[src/rtl/imem_fetch_ctrl_pkg.sv]
// Shared constants, state encoding and helpers for the instruction-memory
// fetch controller and its byte assembler.
package imem_pkg;

   localparam int DEF_ADDR_W = 8;
   localparam int WORD_BYTES = 4;
   localparam int BYTE_W     = 8;
   localparam int WORD_W     = WORD_BYTES * BYTE_W;

   typedef enum logic [2:0] {
      ST_IDLE  = 3'd0,
      ST_READ  = 3'd1,
      ST_LAST  = 3'd2,
      ST_DONE  = 3'd3,
      ST_WRITE = 3'd4,
      ST_ERR   = 3'd5
   } state_t;

   function automatic logic word_aligned(input logic [1:0] lsb);
      return (lsb == 2'b00);
   endfunction

endpackage

[src/rtl/imem_fetch_ctrl_if.sv]
// Fetch, loader and RAM-side signals of the instruction-memory controller.
// The controller is the slave; the CPU, boot loader and RAM form the master.
interface imem_fetch_ctrl_if
   import imem_pkg::*;
#(
   parameter int ADDR_W = DEF_ADDR_W
);

   logic                fetch_req;
   logic [31:0]         fetch_addr;
   logic                fetch_ready;
   logic                fetch_valid;
   logic                fetch_err;
   logic [WORD_W-1:0]   instruction;

   logic                load_valid;
   logic [ADDR_W-1:0]   load_addr;
   logic [BYTE_W-1:0]   load_data;
   logic                load_ready;

   logic [ADDR_W-1:0]   mem_addr;
   logic                mem_re;
   logic                mem_we;
   logic [BYTE_W-1:0]   mem_wdata;
   logic [BYTE_W-1:0]   mem_rdata;

   logic                busy;

   modport master (
      output fetch_req, fetch_addr, load_valid, load_addr, load_data, mem_rdata,
      input  fetch_ready, fetch_valid, fetch_err, instruction, load_ready,
             mem_addr, mem_re, mem_we, mem_wdata, busy
   );

   modport slave (
      input  fetch_req, fetch_addr, load_valid, load_addr, load_data, mem_rdata,
      output fetch_ready, fetch_valid, fetch_err, instruction, load_ready,
             mem_addr, mem_re, mem_we, mem_wdata, busy
   );

endinterface

[src/rtl/imem_fetch_ctrl_byte_assembler.sv]
// Staging shift register that packs RAM bytes big-endian: the first byte
// captured after a clear ends up in the most significant position.
module imem_byte_assembler
   import imem_pkg::*;
(
   input  logic              clock,
   input  logic              reset,
   input  logic              clear,
   input  logic              capture,
   input  logic [BYTE_W-1:0] byte_in,
   output logic [WORD_W-1:0] word_next
);

   logic [WORD_W-1:0] stage_r;
   logic              unused_msb_s;

   // The complete word including the byte arriving this cycle, so the
   // controller can publish it without waiting for the shift to land.
   assign word_next    = {stage_r[WORD_W-BYTE_W-1:0], byte_in};
   assign unused_msb_s = ^stage_r[WORD_W-1:WORD_W-BYTE_W];

   // Staging register: cleared at fetch start, shifts one byte per capture.
   always_ff @(posedge clock or posedge reset) begin
      if (reset) begin
         stage_r <= {WORD_W{1'b0}};
      end else if (clear) begin
         stage_r <= {WORD_W{1'b0}};
      end else if (capture) begin
         stage_r <= word_next;
      end else begin
         stage_r <= stage_r;
      end
   end

endmodule

[src/rtl/imem_fetch_ctrl.sv]
// Sequencer/arbiter for a byte-wide synchronous instruction RAM: loader byte
// writes take priority, CPU fetches become four byte reads packed big-endian.
module imem_fetch_ctrl
   import imem_pkg::*;
#(
   parameter int ADDR_W = DEF_ADDR_W
) (
   input  logic             clock,
   input  logic             reset,
   imem_fetch_ctrl_if.slave bus
);

   localparam logic [1:0] K_LAST = 2'(WORD_BYTES - 1);

   state_t              state_r, state_s;
   logic [1:0]          k_r, k_s;
   logic [ADDR_W-1:0]   base_r, base_s;
   logic [ADDR_W-1:0]   mem_addr_r, mem_addr_s;
   logic                mem_re_r, mem_re_s;
   logic                mem_we_r, mem_we_s;
   logic [BYTE_W-1:0]   mem_wdata_r, mem_wdata_s;
   logic                fetch_valid_r, fetch_valid_s;
   logic                fetch_err_r, fetch_err_s;
   logic [WORD_W-1:0]   instruction_r;
   logic                busy_r;
   logic                stage_clear_s;
   logic                stage_capture_s;
   logic [WORD_W-1:0]   word_next_s;
   logic                unused_addr_s;

   // Only the low ADDR_W bits of the fetch address select a byte.
   assign unused_addr_s = ^bus.fetch_addr[31:ADDR_W];

   assign bus.load_ready  = (state_r == ST_IDLE) && !reset;
   assign bus.fetch_ready = (state_r == ST_IDLE) && !bus.load_valid && !reset;

   assign bus.mem_addr    = mem_addr_r;
   assign bus.mem_re      = mem_re_r;
   assign bus.mem_we      = mem_we_r;
   assign bus.mem_wdata   = mem_wdata_r;
   assign bus.fetch_valid = fetch_valid_r;
   assign bus.fetch_err   = fetch_err_r;
   assign bus.instruction = instruction_r;
   assign bus.busy        = busy_r;

   imem_byte_assembler u_asm (
      .clock     (clock),
      .reset     (reset),
      .clear     (stage_clear_s),
      .capture   (stage_capture_s),
      .byte_in   (bus.mem_rdata),
      .word_next (word_next_s)
   );

   // Next-state logic; RAM strobes and pulses are computed one cycle ahead
   // so they leave the block straight from flops.
   always_comb begin
      state_s         = state_r;
      k_s             = k_r;
      base_s          = base_r;
      mem_addr_s      = {ADDR_W{1'b0}};
      mem_re_s        = 1'b0;
      mem_we_s        = 1'b0;
      mem_wdata_s     = {BYTE_W{1'b0}};
      fetch_valid_s   = 1'b0;
      fetch_err_s     = 1'b0;
      stage_clear_s   = 1'b0;
      stage_capture_s = 1'b0;
      case (state_r)
         ST_IDLE: begin
            if (bus.load_valid) begin
               state_s     = ST_WRITE;
               mem_we_s    = 1'b1;
               mem_addr_s  = bus.load_addr;
               mem_wdata_s = bus.load_data;
            end else if (bus.fetch_req) begin
               if (word_aligned(bus.fetch_addr[1:0])) begin
                  state_s       = ST_READ;
                  k_s           = 2'd0;
                  base_s        = bus.fetch_addr[ADDR_W-1:0];
                  mem_addr_s    = bus.fetch_addr[ADDR_W-1:0];
                  mem_re_s      = 1'b1;
                  stage_clear_s = 1'b1;
               end else begin
                  state_s     = ST_ERR;
                  fetch_err_s = 1'b1;
               end
            end else begin
               state_s = ST_IDLE;
            end
         end
         ST_READ: begin
            // Data for the read issued last cycle is on mem_rdata now.
            stage_capture_s = (k_r != 2'd0);
            if (k_r == K_LAST) begin
               state_s = ST_LAST;
               k_s     = 2'd0;
            end else begin
               k_s        = k_r + 2'd1;
               mem_addr_s = base_r + ADDR_W'(k_r + 2'd1);
               mem_re_s   = 1'b1;
            end
         end
         ST_LAST: begin
            stage_capture_s = 1'b1;
            fetch_valid_s   = 1'b1;
            state_s         = ST_DONE;
         end
         ST_DONE:  state_s = ST_IDLE;
         ST_WRITE: state_s = ST_IDLE;
         ST_ERR:   state_s = ST_IDLE;
         default:  state_s = ST_IDLE;
      endcase
   end

   // State, address counter and registered outputs.
   always_ff @(posedge clock or posedge reset) begin
      if (reset) begin
         state_r       <= ST_IDLE;
         k_r           <= 2'd0;
         base_r        <= {ADDR_W{1'b0}};
         mem_addr_r    <= {ADDR_W{1'b0}};
         mem_re_r      <= 1'b0;
         mem_we_r      <= 1'b0;
         mem_wdata_r   <= {BYTE_W{1'b0}};
         fetch_valid_r <= 1'b0;
         fetch_err_r   <= 1'b0;
         instruction_r <= {WORD_W{1'b0}};
         busy_r        <= 1'b0;
      end else begin
         state_r       <= state_s;
         k_r           <= k_s;
         base_r        <= base_s;
         mem_addr_r    <= mem_addr_s;
         mem_re_r      <= mem_re_s;
         mem_we_r      <= mem_we_s;
         mem_wdata_r   <= mem_wdata_s;
         fetch_valid_r <= fetch_valid_s;
         fetch_err_r   <= fetch_err_s;
         busy_r        <= (state_s != ST_IDLE);
         // Publish the finished word together with fetch_valid, never a partial one.
         if (state_r == ST_LAST) begin
            instruction_r <= word_next_s;
         end else begin
            instruction_r <= instruction_r;
         end
      end
   end

endmodule

[src/flat_wrapper.sv]
// flat-port wrapper written by rule: the top's interface ports become plain ports
module imem_fetch_ctrl_flat import imem_pkg::*;
#(
   parameter int ADDR_W = DEF_ADDR_W
)
  (clock, reset, bus_fetch_req, bus_fetch_addr, bus_load_valid, bus_load_addr, bus_load_data, bus_mem_rdata, bus_fetch_ready, bus_fetch_valid, bus_fetch_err, bus_instruction, bus_load_ready, bus_mem_addr, bus_mem_re, bus_mem_we, bus_mem_wdata, bus_busy);
  imem_fetch_ctrl_if #(.ADDR_W(ADDR_W)) bus_i ();
  input  logic clock;
  input  logic reset;
  input wire logic [$bits(bus_i.fetch_req)-1:0] bus_fetch_req;
  input wire logic [$bits(bus_i.fetch_addr)-1:0] bus_fetch_addr;
  input wire logic [$bits(bus_i.load_valid)-1:0] bus_load_valid;
  input wire logic [$bits(bus_i.load_addr)-1:0] bus_load_addr;
  input wire logic [$bits(bus_i.load_data)-1:0] bus_load_data;
  input wire logic [$bits(bus_i.mem_rdata)-1:0] bus_mem_rdata;
  output wire logic [$bits(bus_i.fetch_ready)-1:0] bus_fetch_ready;
  output wire logic [$bits(bus_i.fetch_valid)-1:0] bus_fetch_valid;
  output wire logic [$bits(bus_i.fetch_err)-1:0] bus_fetch_err;
  output wire logic [$bits(bus_i.instruction)-1:0] bus_instruction;
  output wire logic [$bits(bus_i.load_ready)-1:0] bus_load_ready;
  output wire logic [$bits(bus_i.mem_addr)-1:0] bus_mem_addr;
  output wire logic [$bits(bus_i.mem_re)-1:0] bus_mem_re;
  output wire logic [$bits(bus_i.mem_we)-1:0] bus_mem_we;
  output wire logic [$bits(bus_i.mem_wdata)-1:0] bus_mem_wdata;
  output wire logic [$bits(bus_i.busy)-1:0] bus_busy;
  assign bus_i.fetch_req = bus_fetch_req;
  assign bus_i.fetch_addr = bus_fetch_addr;
  assign bus_i.load_valid = bus_load_valid;
  assign bus_i.load_addr = bus_load_addr;
  assign bus_i.load_data = bus_load_data;
  assign bus_i.mem_rdata = bus_mem_rdata;
  assign bus_fetch_ready = bus_i.fetch_ready;
  assign bus_fetch_valid = bus_i.fetch_valid;
  assign bus_fetch_err = bus_i.fetch_err;
  assign bus_instruction = bus_i.instruction;
  assign bus_load_ready = bus_i.load_ready;
  assign bus_mem_addr = bus_i.mem_addr;
  assign bus_mem_re = bus_i.mem_re;
  assign bus_mem_we = bus_i.mem_we;
  assign bus_mem_wdata = bus_i.mem_wdata;
  assign bus_busy = bus_i.busy;
  imem_fetch_ctrl #(.ADDR_W(ADDR_W)) u_core (.clock(clock), .reset(reset), .bus(bus_i));
endmodule
[config.mk]
export PLATFORM = sky130hd
export DESIGN_NAME = imem_fetch_ctrl_flat
export DESIGN_NICKNAME = d
export VERILOG_FILES = /design/src/rtl/imem_fetch_ctrl_pkg.sv /design/src/rtl/imem_fetch_ctrl_if.sv /design/src/rtl/imem_fetch_ctrl_byte_assembler.sv /design/src/rtl/imem_fetch_ctrl.sv /design/src/flat_wrapper.sv
export SDC_FILE = /design/constraint.sdc
export NUM_CORES = 1
export LEC_CHECK = 0
export CAP_MARGIN = 15
export CORE_ASPECT_RATIO = 0.75
export CORE_MARGIN = 2
export CORE_UTILIZATION = 45
export DETAILED_ROUTE_END_ITERATION = 8
export MAX_ROUTING_LAYER = met4
export PLACE_DENSITY = 0.75
export SYNTH_ARGS = -nofsm -noshare
export SYNTH_HDL_FRONTEND = slang
export SYNTH_HIERARCHICAL = 1
export SYNTH_SLANG_ARGS = --single-unit
export TNS_END_PERCENT = 10
[constraint.sdc]
create_clock -name clock -period 2.6 [get_ports clock]
set_clock_uncertainty 0.1 [all_clocks]
set_input_delay 0.26 -clock clock [delete_from_list [all_inputs] [get_ports clock]]
set_output_delay 0.26 -clock clock [all_outputs]
set_load 0.01 [all_outputs]
* Yosys cells after proc, flatten, opt, wreduce, memory -nomap -nowiden *
Index checks and enable logic that the tools add are counted.

storage, ports and cells
  register bits after elaboration = 90
  input bits = 60
  output and inout port bits = 55
  word-level logic and storage cells = 68

operators by class
  add/subtract/negate cells = 3
  eq/ne operators = 6
  mux-type cells = 33
  bitwise logic cells = 1
  reductions and logical operators = 13

operators with widths
  cell                                                              number
  24-bit two-way mux                                                2
  8-bit two-way mux                                                 6
  8-bit case mux with 2 select lines                                1
  1-bit two-way mux                                                 12
  3-bit two-way mux                                                 4
  3-bit case mux with 3 select lines                                1
  8-bit adder                                                       1
  2-bit two-way mux                                                 4
  4-bit AND reduction                                               2
  2-bit inequality test (second input constant)                     3
  2-bit nonzero test                                                3
  1-bit case mux with 2 select lines                                2
  2-bit case mux with 2 select lines                                1
  2-bit by 1-bit adder with 3-bit output (second input constant)    1
  3-bit by 1-bit == test with 1-bit output (second input constant)  1
  3-bit by 2-bit == test with 1-bit output (second input constant)  1
  1-bit logical AND                                                 3
  3-bit zero test                                                   1
  3-bit nonzero test                                                1
  2-bit by 1-bit adder with 2-bit output (second input constant)    1
  2-bit == test (second input constant)                             1
  1-bit zero test                                                   2
  2-bit zero test                                                   1
  1-bit inverter                                                    1

* Depth between registers and ports, before layout *
Gate-level depths: netlist (run 1).

  word-level depth = 6
  gate-level depth with buffers = 8
  gate-level depth less buffers = 8

* By module *
The synthesis (run 1) kept the hierarchy.

modules (own cells, without submodules)
  module               instances  cells each  area each (µm²)  sequential area each (µm²)
  imem_fetch_ctrl      1          193         2662.6           1651.6
  imem_byte_assembler  1          86          1053.5           600.6

* Least setup slack after synthesis (run 1) *
No wires, ideal clock.

  path kind = register -> register
  start point = register u_core.k_r[1]
  end point = register u_core.u_asm.stage_r[0]
  setup time = 0.132 ns
  arrival time = 1.727 ns
  required time = 2.368 ns
  path slack = 0.641 ns
  stages on the path, launching flop included = 9
  buffers on the path = 2
  period minus slack after synthesis = 1.959 ns
  cell sequence = dfrtp_1 -> inv_1 -> ha_1 -> or3b_2 -> a21oi_1 -> buf_6 -> buf_12 -> mux2i_1 -> nor2_1

between the ends
  longest elaborated chain between the ends = 3

ends and longest elaborated chain
  item                                line                                  RTL
  start, declared                     imem_fetch_ctrl.sv:16                 logic [1:0] k_r, k_s;
  start signal, assigned              imem_fetch_ctrl.sv:132                k_r <= k_s;
  2-bit nonzero test                  imem_fetch_ctrl.sv:94                 stage_capture_s = (k_r != 2'd0);
  1-bit case mux with 2 select lines  imem_fetch_ctrl.sv:69                 case (state_r)
  net u_core.stage_capture_s          imem_fetch_ctrl.sv:27                 logic stage_capture_s;
  2-bit nonzero test (no line)        -
  end signal, assigned                imem_fetch_ctrl_byte_assembler.sv:27  stage_r <= {WORD_W{1'b0}};
  end signal, assigned                imem_fetch_ctrl_byte_assembler.sv:29  stage_r <= word_next;
  end signal, assigned                imem_fetch_ctrl_byte_assembler.sv:31  stage_r <= stage_r;
  end, declared                       imem_fetch_ctrl_byte_assembler.sv:14  logic [WORD_W-1:0] stage_r;

The timed path passes the listed nets, and every way through them passes these cells.
A chain may end at the register's enable or synchronous reset.

* Final worst setup path (run 1) *
  start point = register u_core.state_r[2]
  end point = output port bus_fetch_ready

between the ends
  longest elaborated chain between the ends = 3

ends and longest elaborated chain
  item                            line                    RTL
  start, declared                 imem_fetch_ctrl.sv:15   state_t state_r, state_s;
  start signal, assigned          imem_fetch_ctrl.sv:131  state_r <= state_s;
  3-bit zero test                 imem_fetch_ctrl.sv:35   assign bus.fetch_ready = (state_r == ST_IDLE) && !bus.load_valid && !reset;
  1-bit logical AND (2 in a row)  imem_fetch_ctrl.sv:35
  end, declared                   flat_wrapper.sv:16      output wire logic [$bits(bus_i.fetch_ready)-1:0] bus_fetch_ready;

No other way between the ends.

==> impl_metrics.csv, run 1 <==
group,metric,value,unit
logic_synthesis,synth_warnings,6,
clock_network,cts_resized,0,
cells_and_area,n_fill_cell,626,
grt,antenna_found_initial,0,
timing,hold_viol,0,
floorplan,rows,28,
logic_synthesis,synth.top_cell.area_share,60.6,%
logic_synthesis,yosysUniqueCellTypes,39,
timing,tns,0,ns
critical_path,slowest_stage,"clkdlybuf4s50_1",
cells_and_area,layout-drive-gt1-share,17.8,%
power_and_ir_drop,ir_drop,553,uV
power_and_ir_drop,leakage,2.14,nW
grt,grt_usage,17.7,%
clock_network,htreeDepth,3,
timing,fin_crit,2.48,ns
cells_and_area,seqCellArea,0.00225,mm^2
outcome,status,"completed",
job,drv_cap,0,
logic_synthesis,ys_seq_area_share,60.6,%
logic_synthesis,syn_nets,345,
logic_synthesis,async_flop_share,100,%
place,portBuffers,90,
clock_network,cts_buffers,9,
grt,gr-total-overflow,0,
place,dpl.hpwl,5040,um
timing,slew_violations,0,
cells_and_area,layout.cells.non_filler,476,
drt,routed_via_density,4.93,
place,place_inst,461,
grt,grt_pass1_vias,2431,
grt,grt_max_degree,34,
cells_and_area,area_delta_synth_final,31.2,%
floorplan,initial_core_util,46.7,%
clock_network,clk_pin_slew,0.09,ns
timing,rsz0062_at_grt,"no",
drt,drt_iter0_drc,96,
logic_synthesis,synth_area_leaders,"dfrtp_1, mux2_2, mux2i_1",
logic_synthesis,syn_area,0.00372,mm^2
logic_synthesis,syn_avg_cell_area,13.3,um^2
clock_network,post_cts_buffers,0,
clock_network,cts_max_path_buffers,2,
clock_network,cts_num_sinks,90,
timing,finalSetupViolCount,0,
clock_network,ctsHoldBuffers,0,
critical_path,max_stage_delay,0.57,ns
timing,relSlewSlack,65.5,%
clock_network,cts_tree,"built",
critical_path,cp_max_fo,7,
drt,final_antenna_net_count,0,
critical_path,crit_type,"reg2out",
logic_synthesis,ys_top_cells_by_count,"dfrtp_1, mux2_2, nor2_1",
logic_synthesis,synth_edf_count,0,
floorplan,fp.dieW,109,um
drt,wl_per_cell,15.2,um
floorplan,core,0.00795,mm^2
critical_path,cp-end-kind,"output pin",
timing,tightest_slew,0.517,ns
timing,final.period_utilization,95.3,%
clock_network,root_buffer,"clkbuf_8",
timing,hold_ws,0.240,ns
logic_synthesis,yosys_most_used_dff,"dfrtp_1",
cells_and_area,diodes,0,
floorplan,ios,115,
drt,routed_wl,7250,um
logic_synthesis,ys_seq_elements,90,
floorplan,fp.dieArea,0.00901,mm^2
logic_synthesis,post-synth-top-count-cell,"dfrtp_1",
logic_synthesis,synth_area_leader_cell,"dfrtp_1",
critical_path,path_cells,"or3_1, nor3_1, clkdlybuf4s50_1",
place,gp_congestion,0.759,
cells_and_area,nets,433,
critical_path,cp.required,2.24,ns
logic_synthesis,post_synth_inst_count,279,
worst_hold_path,hp-class,"in2async",
floorplan,die_h,82.7,um
drt,vias,2349,
timing,fmax,0.404,GHz
cells_and_area,multi_input_area,0.00128,mm^2
drt,drc,0,
critical_path,critPathArrivalTime,2.12,ns
critical_path,crit_path_start_kind,"register",
grt,grt_pass1_wl,11600,um
clock_network,insertion_delay,0.34,ns
power_and_ir_drop,power_density,1120,mW/mm^2
drt,drtPass1Iterations,4,
critical path: cells and delay by family (launching register included):
kind	cells	cell delay [ns]
flip-flops	1	0.49
AND/OR/NAND/NOR	2	0.71
buffers and inverters	1	0.57
where the power goes:
part / leakage [nW] / switching [mW] / internal, mW
clock network: 0.0953 / 0.482 / 0.442
registers: 1.15 / 0.385 / 2.00
logic: 0.901 / 0.904 / 1.26
area by class of cell:
type                    count  share of cell area [%]
well taps                 105                    2.69
multi-input cells         159                    26.3
clock buffers               9                    2.54
inverters                  10                   0.770
repair buffers             97                    20.1
clock inverters             6                    1.41
flip-flops and latches     90                    46.2
worst paths after layout:
path                                                  from                    endpoint  slack (ns)  cells after the start
worst max-delay path                     u_core/state_r[2]             bus_fetch_ready        0.12                      3
worst min-delay path                                 reset  u_core/bus.instruction[12]        0.24                      2
min in group clock                        bus_load_data[7]     u_core/bus.mem_wdata[7]        0.36                      2
worst min register to register  u_core/bus.instruction[20]  u_core/bus.instruction[20]        0.41                      1
max in group asynchronous                            reset   u_core/bus.instruction[1]        1.58                      3
worst max register to register               u_core/k_r[1]    u_core/u_asm/stage_r[17]        0.47                      7
sequential cells by signal, indices dropped and copies added, names as in the netlist:
name and cells:
u_core/u_asm/stage_r 24, u_core/bus.busy 1, u_core/state_r 3, u_core/bus.mem_wdata 8, u_core/bus.instruction 32, u_core/bus.fetch_err 1, u_core/base_r 8, u_core/k_r 2
u_core/bus.mem_re 1, u_core/bus.fetch_valid 1, u_core/bus.mem_addr 8, u_core/bus.mem_we 1
metal layers:
| metal | vias to the layer above | routed length [um] | part of all wire, % | global-route usage [%] |
|---|---|---|---|---|
| li1 | 1111 | - | - | - |
| met1 | 1166 | 3370 | 46 | 22.5 |
| met2 | 64 | 3440 | 47 | 27.7 |
| met3 | 8 | 343 | 4.7 | 4.24 |
| met4 | 0 | 95 | 1.3 | 6.67 |
| met5 | - | 0 | 0 | - |
cells in the final DEF, fill, tap and decap left out, drive strengths merged, types with 5 or more instances in the layout:
cell type / Yosys / final
mux2: 37 / 37
o21ai: 7 / 7
nand2: 6 / 6
buf: 18 / 7
and2: 8 / 8
clkbuf: 2 / 9
ha: 5 / 5
inv: 10 / 10
nor2: 33 / 33
dfrtp: 90 / 90
mux2i: 24 / 24
clkdlybuf4s50: 0 / 90
stage by stage:
step | util [%] | worst slack [ns] | cell area [um^2] | power, mW
finish | 61.3 | 0.123 | 4880 | 5.47
global route | 61.3 | 0.0106 | 4880 | 5.84
CTS | 61.3 | 0.0822 | 4880 | 5.54
detailed placement | 58.9 | 0.206 | 4680 | 4.59
global placement | 58.9 | 0.234 | 4680 | 4.51
floorplan | - | 0.585 | 3720 | 3.57
cell families after synthesis:
group,count (synthesis),share of synthesized area (%)
adders and majority gates,6,2.22
buffers and inverters,30,5.32
AOI/OAI and AO/OA,21,3.80
muxes,61,17.7
xor gates and xnor gates,6,1.41
DFF,90,60.6
and+or+nand+nor,65,8.96
Note: power is estimated with default switching activity, not from simulation.
==> run 2, diff against run 1 <==
--- a/config.mk
+++ b/config.mk
@@ -7,7 +7,6 @@
 export LEC_CHECK = 0
 export CAP_MARGIN = 15
 export CORE_ASPECT_RATIO = 0.75
-export CORE_MARGIN = 2
 export CORE_UTILIZATION = 45
 export DETAILED_ROUTE_END_ITERATION = 8
 export MAX_ROUTING_LAYER = met4
==> run 2 against run 1 <==
Die area is 4.2% lower. Clock power is 11% higher. Global-route usage hardly changed. Largest power group unchanged.
==> impl_metrics.csv, run 2 (synthesis gave the netlist of run 1 again) <==
group,metric,value,unit
job,drv_cap,0,
clock_network,cts_buffers,9,
timing,slew_violations,0,
power_and_ir_drop,ir_drop,593,uV
timing,tns,0,ns
drt,drtPass1Iterations,4,
floorplan,initial_core_util,46.7,%
drt,routed_wl,6930,um
cells_and_area,final_area,0.00491,mm^2
clock_network,cts_max_path_buffers,2,
critical_path,crit_type,"reg2out",
clock_network,insertion_delay,0.33,ns
place,dpl.hpwl,4910,um
timing,hold_ws,0.212,ns
place,dpl_cell_area,0.00469,mm^2
drt,vias,2323,
worst_hold_path,hp-class,"in2async",
timing,fin_ws,0.145,ns
cells_and_area,area_delta_synth_final,32.2,%
clock_network,htreeDepth,3,
critical_path,path_cells,"or3_1, nor3_1, clkdlybuf4s50_1",
clock_network,clk_pin_slew,0.08,ns
timing,relSlewSlack,70.0,%
critical_path,cp-end-kind,"output pin",
critical_path,path_delay_family,"simple AND/OR/NAND/NOR gates",
grt,antenna_found_initial,0,
grt,gr-total-overflow,0,
timing,rsz0062_at_grt,"no",
drt,wl_per_cell,14.5,um
clock_network,cts_resized,0,
clock_network,ctsHoldBuffers,0,
grt,grt_usage,17.7,%
drt,drt_iter0_drc,78,
power_and_ir_drop,leakage,2.16,nW
critical_path,critPathArrivalTime,2.09,ns
cells_and_area,layout-drive-gt1-share,17.7,%
cells_and_area,diodes,0,
outcome,status,"completed",
cells_and_area,mostFrequentLayoutCells,"clkdlybuf4s50_1, dfrtp_1, mux2_2, nor2_1, mux2i_1",
floorplan,core,0.00795,mm^2
timing,final.period_utilization,94.4,%
critical_path,worst-path-stages,3,
power_and_ir_drop,power_density,1130,mW/mm^2
cells_and_area,fin_util,61.8,%
critical_path,worst-path-buf-inv,1,
critical_path,slowest_stage,"clkdlybuf4s50_1",
timing,fin_crit,2.45,ns
floorplan,ios,115,
timing,tightest_slew,0.450,ns
critical_path,cp_max_fo,7,
place,post-place-ws,0.345,ns
drt,routed_via_density,4.86,
timing,fmax,0.407,GHz
drt,final_antenna_net_count,0,
grt,grt_pass1_vias,2295,
critical_path,cp.required,2.24,ns
clock_network,post_cts_buffers,0,
clock_network,cts_tree,"built",
place,place_inst,462,
grt,grt_max_degree,34,
cells_and_area,n_fill_cell,651,
floorplan,fp.dieArea,0.00863,mm^2
grt,grt_pass1_wl,11400,um
power_and_ir_drop,p_total,5.56,mW
place,portBuffers,90,
cells_and_area,layout.cells.non_filler,478,
critical_path,crit_path_start_kind,"register",
timing,hold_viol,0,
cells_and_area,nets,434,
cells_and_area,largest_reg_flops,32,
timing,finalSetupViolCount,0,
drt,drc,0,
floorplan,fp.dieW,107,um
critical_path,max_stage_delay,0.56,ns
floorplan,rows,28,
floorplan,die_h,80.7,um
clock_network,root_buffer,"clkbuf_8",
clock_network,cts_num_sinks,90,
place,gp_congestion,0.746,
critical_path,rr_worst_depth,7,
## run 2: cell types whose count changed in the layout (fill, tap and decap cells not counted)
cell	before	now
buf_4	5	6
bufinv_16	1	2
clkbuf_1	0	2
clkbuf_8	9	10
clkinv_2	1	0
clkinv_4	3	0
clkinvlp_4	1	2
## run 2: per-layer routing
layer	wire length, um	up-vias	track usage (%)
met5	0	-	-
met3	272	4	4.87
met4	39	0	4.11
met2	3350	49	27.5
li1	-	1115	-
met1	3280	1155	23.2
## run 2: layout make-up
class	instances	area (um^2)	area share, %
Sequential cell	90	2250	45.8
Timing Repair Buffer	98	986	20.1
Multi-Input combinational cell	159	1280	26.2
Tap cell	105	131	2.67
Clock buffer	12	145	2.95
Clock inverter	4	75.1	1.53
Inverter	10	37.5	0.764
## run 2: worst paths after layout
kind | startpoint | end | slack (ns)
hold / removal | reset | u_core/bus.instruction[12] | 0.21
setup / recovery | u_core/state_r[2] | bus_fetch_ready | 0.15
min in group clock | bus_load_data[7] | u_core/bus.mem_wdata[7] | 0.37
max in group asynchronous | reset | u_core/bus.mem_wdata[6] | 1.59
setup reg to reg | u_core/k_r[1] | u_core/u_asm/stage_r[0] | 0.47
hold reg to reg | u_core/bus.instruction[0] | u_core/bus.instruction[0] | 0.41
## run 2: where the power goes
group	switching (mW)	leakage (nW)	internal (mW)	total [mW]
Clock	0.459	0.103	0.569	1.03
Combinational	0.890	0.907	1.26	2.15
Sequential	0.376	1.15	2.00	2.38
Total	1.73	2.16	3.83	5.56
==> run 3, diff against run 2 <==
--- a/config.mk
+++ b/config.mk
@@ -10,7 +10,7 @@
 export CORE_UTILIZATION = 45
 export DETAILED_ROUTE_END_ITERATION = 8
 export MAX_ROUTING_LAYER = met4
-export PLACE_DENSITY = 0.75
+export PLACE_DENSITY = 0.83
 export SYNTH_ARGS = -nofsm -noshare
 export SYNTH_HDL_FRONTEND = slang
 export SYNTH_HIERARCHICAL = 1
==> run 3 against run 2 <==
Sequential cell count stayed put. Wire length grew 4.3%. Global-route usage grew 1.4 points. Critical endpoint unchanged. Count of clock-buffer cells in the layout down 1. Critical path depth is the same. Register-to-register slack lost 0.06 ns. Final cell count down 0.21%. Largest cell class unchanged. First-iteration DRC count rose by 10%. Highest routed layer unchanged.
==> impl_metrics.csv, run 3 (synthesis gave the netlist of run 1 again) <==
group,metric,value,unit
outcome,status,"completed",
critical_path,crit_start,"u_core/state_r[2]",
clock_network,cts_num_sinks,90,
power_and_ir_drop,intPower,3.87,mW
place,dpl.hpwl,5120,um
critical_path,crit_path_start_kind,"register",
floorplan,fp.dieW,107,um
floorplan,die_h,80.7,um
timing,relSlewSlack,66.7,%
critical_path,critPathArrivalTime,2.04,ns
clock_network,cts_buffers,9,
floorplan,initial_core_util,46.7,%
clock_network,clk_pin_slew,0.09,ns
timing,tightest_slew,0.498,ns
drt,final_antenna_net_count,0,
drt,wl_per_cell,15.2,um
critical_path,timing.rr.start,"u_core/state_r[2]",
drt,routed_wl,7230,um
power_and_ir_drop,ir_drop,477,uV
critical_path,cp-end-kind,"output pin",
clock_network,cts_resized,0,
place,dpl_cell_area,0.00468,mm^2
job,drv_cap,0,
timing,slew_violations,0,
clock_network,cts_max_path_buffers,2,
drt,drc,0,
timing,tns,0,ns
cells_and_area,diodes,0,
power_and_ir_drop,power_frac_seq,42.4,%
critical_path,cp_max_fo,7,
timing,fin_crit,2.40,ns
cells_and_area,largest_reg_flops,32,
power_and_ir_drop,clkPwrFrac,19.1,%
cells_and_area,area_delta_synth_final,32.6,%
critical_path,cp.required,2.24,ns
drt,vias,2380,
cells_and_area,mostFrequentLayoutCells,"clkdlybuf4s50_1, dfrtp_1, mux2_2, nor2_1, mux2i_1",
critical_path,crit_type,"reg2out",
grt,antenna_found_initial,0,
cells_and_area,final_area,0.00493,mm^2
drt,top_layer_used,"met4",
floorplan,rows,28,
grt,grt_pass1_vias,2509,
drt,drtPass1Iterations,4,
power_and_ir_drop,switching_share,31.5,%
floorplan,ios,115,
clock_network,cts_tree,"built",
power_and_ir_drop,p_total,5.66,mW
place,portBuffers,90,
floorplan,core,0.00795,mm^2
grt,grt_usage,19.1,%
timing,finalSetupViolCount,0,
timing,hold_viol,0,
grt,grt_max_degree,28,
clock_network,insertion_delay,0.35,ns
clock_network,post_cts_buffers,0,
clock_network,htreeDepth,3,
drt,drt_iter0_drc,86,
timing,fmax,0.416,GHz
power_and_ir_drop,leakage,2.16,nW
drt,routed-wl-met2,3590,um
power_and_ir_drop,p_switching,1.78,mW
cells_and_area,layout-drive-gt1-share,18.3,%
place,gp_congestion,0.778,
drt,dr_wl_met3,369,um
drt,routed_via_density,4.99,
worst_hold_path,hp-class,"in2async",
critical_path,rr_worst_depth,5,
grt,grt_pass1_wl,12200,um
timing,hold_ws,0.176,ns
timing,final.period_utilization,92.4,%
power_and_ir_drop,share_comb_of_total_power,38.5,%
clock_network,ctsHoldBuffers,0,
drt,wl_met1,3220,um
floorplan,fp.dieArea,0.00863,mm^2
grt,gr-total-overflow,0,
cells_and_area,nets,433,
clock_network,root_buffer,"clkbuf_8",
timing,rsz0062_at_grt,"no",
power_and_ir_drop,power_density,1150,mW/mm^2
cells_and_area,fin_util,61.9,%
## run 3: layer usage
| metal | up-vias | global-route usage, % |
|---|---|---|
| li1 | 1119 | - |
| met1 | 1189 | 24.0 |
| met2 | 66 | 31.2 |
| met3 | 6 | 5.60 |
| met4 | 0 | 3.70 |
| met5 | - | - |
## run 3: path summary, 6_finish.rpt
kind / endpoint / slack (ns)
min reg2reg: u_core/bus.instruction[12] / 0.41
min in group clock: u_core/bus.mem_wdata[1] / 0.35
max reg2reg: u_core/base_r[3] / 0.41
max in group asynchronous: u_core/bus.mem_wdata[3] / 1.55
min: u_core/bus.busy / 0.18
max: bus_fetch_ready / 0.20
## run 3: area by class of cell
| type | instances | area [um^2] |
|---|---|---|
| fill | 618 | 3030 |
| clock buffer | 11 | 151 |
| clock inverter | 5 | 85.1 |
| sequential | 90 | 2250 |
| inverter | 10 | 37.5 |
| multi-input combinational | 159 | 1290 |
| tap | 105 | 131 |
| timing repair buffer | 97 | 978 |
## run 3: power groups by stage
stage                     clock, mW  sequential, mW  combinational (mW)
after global routing           1.17            2.49                2.38
after global placement            0            2.39                2.11
after floorplan                   0            2.50                1.07
final                          1.08            2.40                2.18
after detailed placement          0            2.43                2.18
after CTS                      1.12            2.40                2.20
## run 3: critical path: stages, from the launching register on
cell             delay, ns
dfrtp_1               0.51
or3_4                 0.48
nor3_1                0.15
clkdlybuf4s50_1       0.56
## run 3: through the flow
step                      setup slack [ns]  std cells
final                                0.197        477
after global routing                0.0816        477
after CTS                            0.102        477
after detailed placement             0.182        461
after global placement               0.269        461
after floorplan                      0.585        279
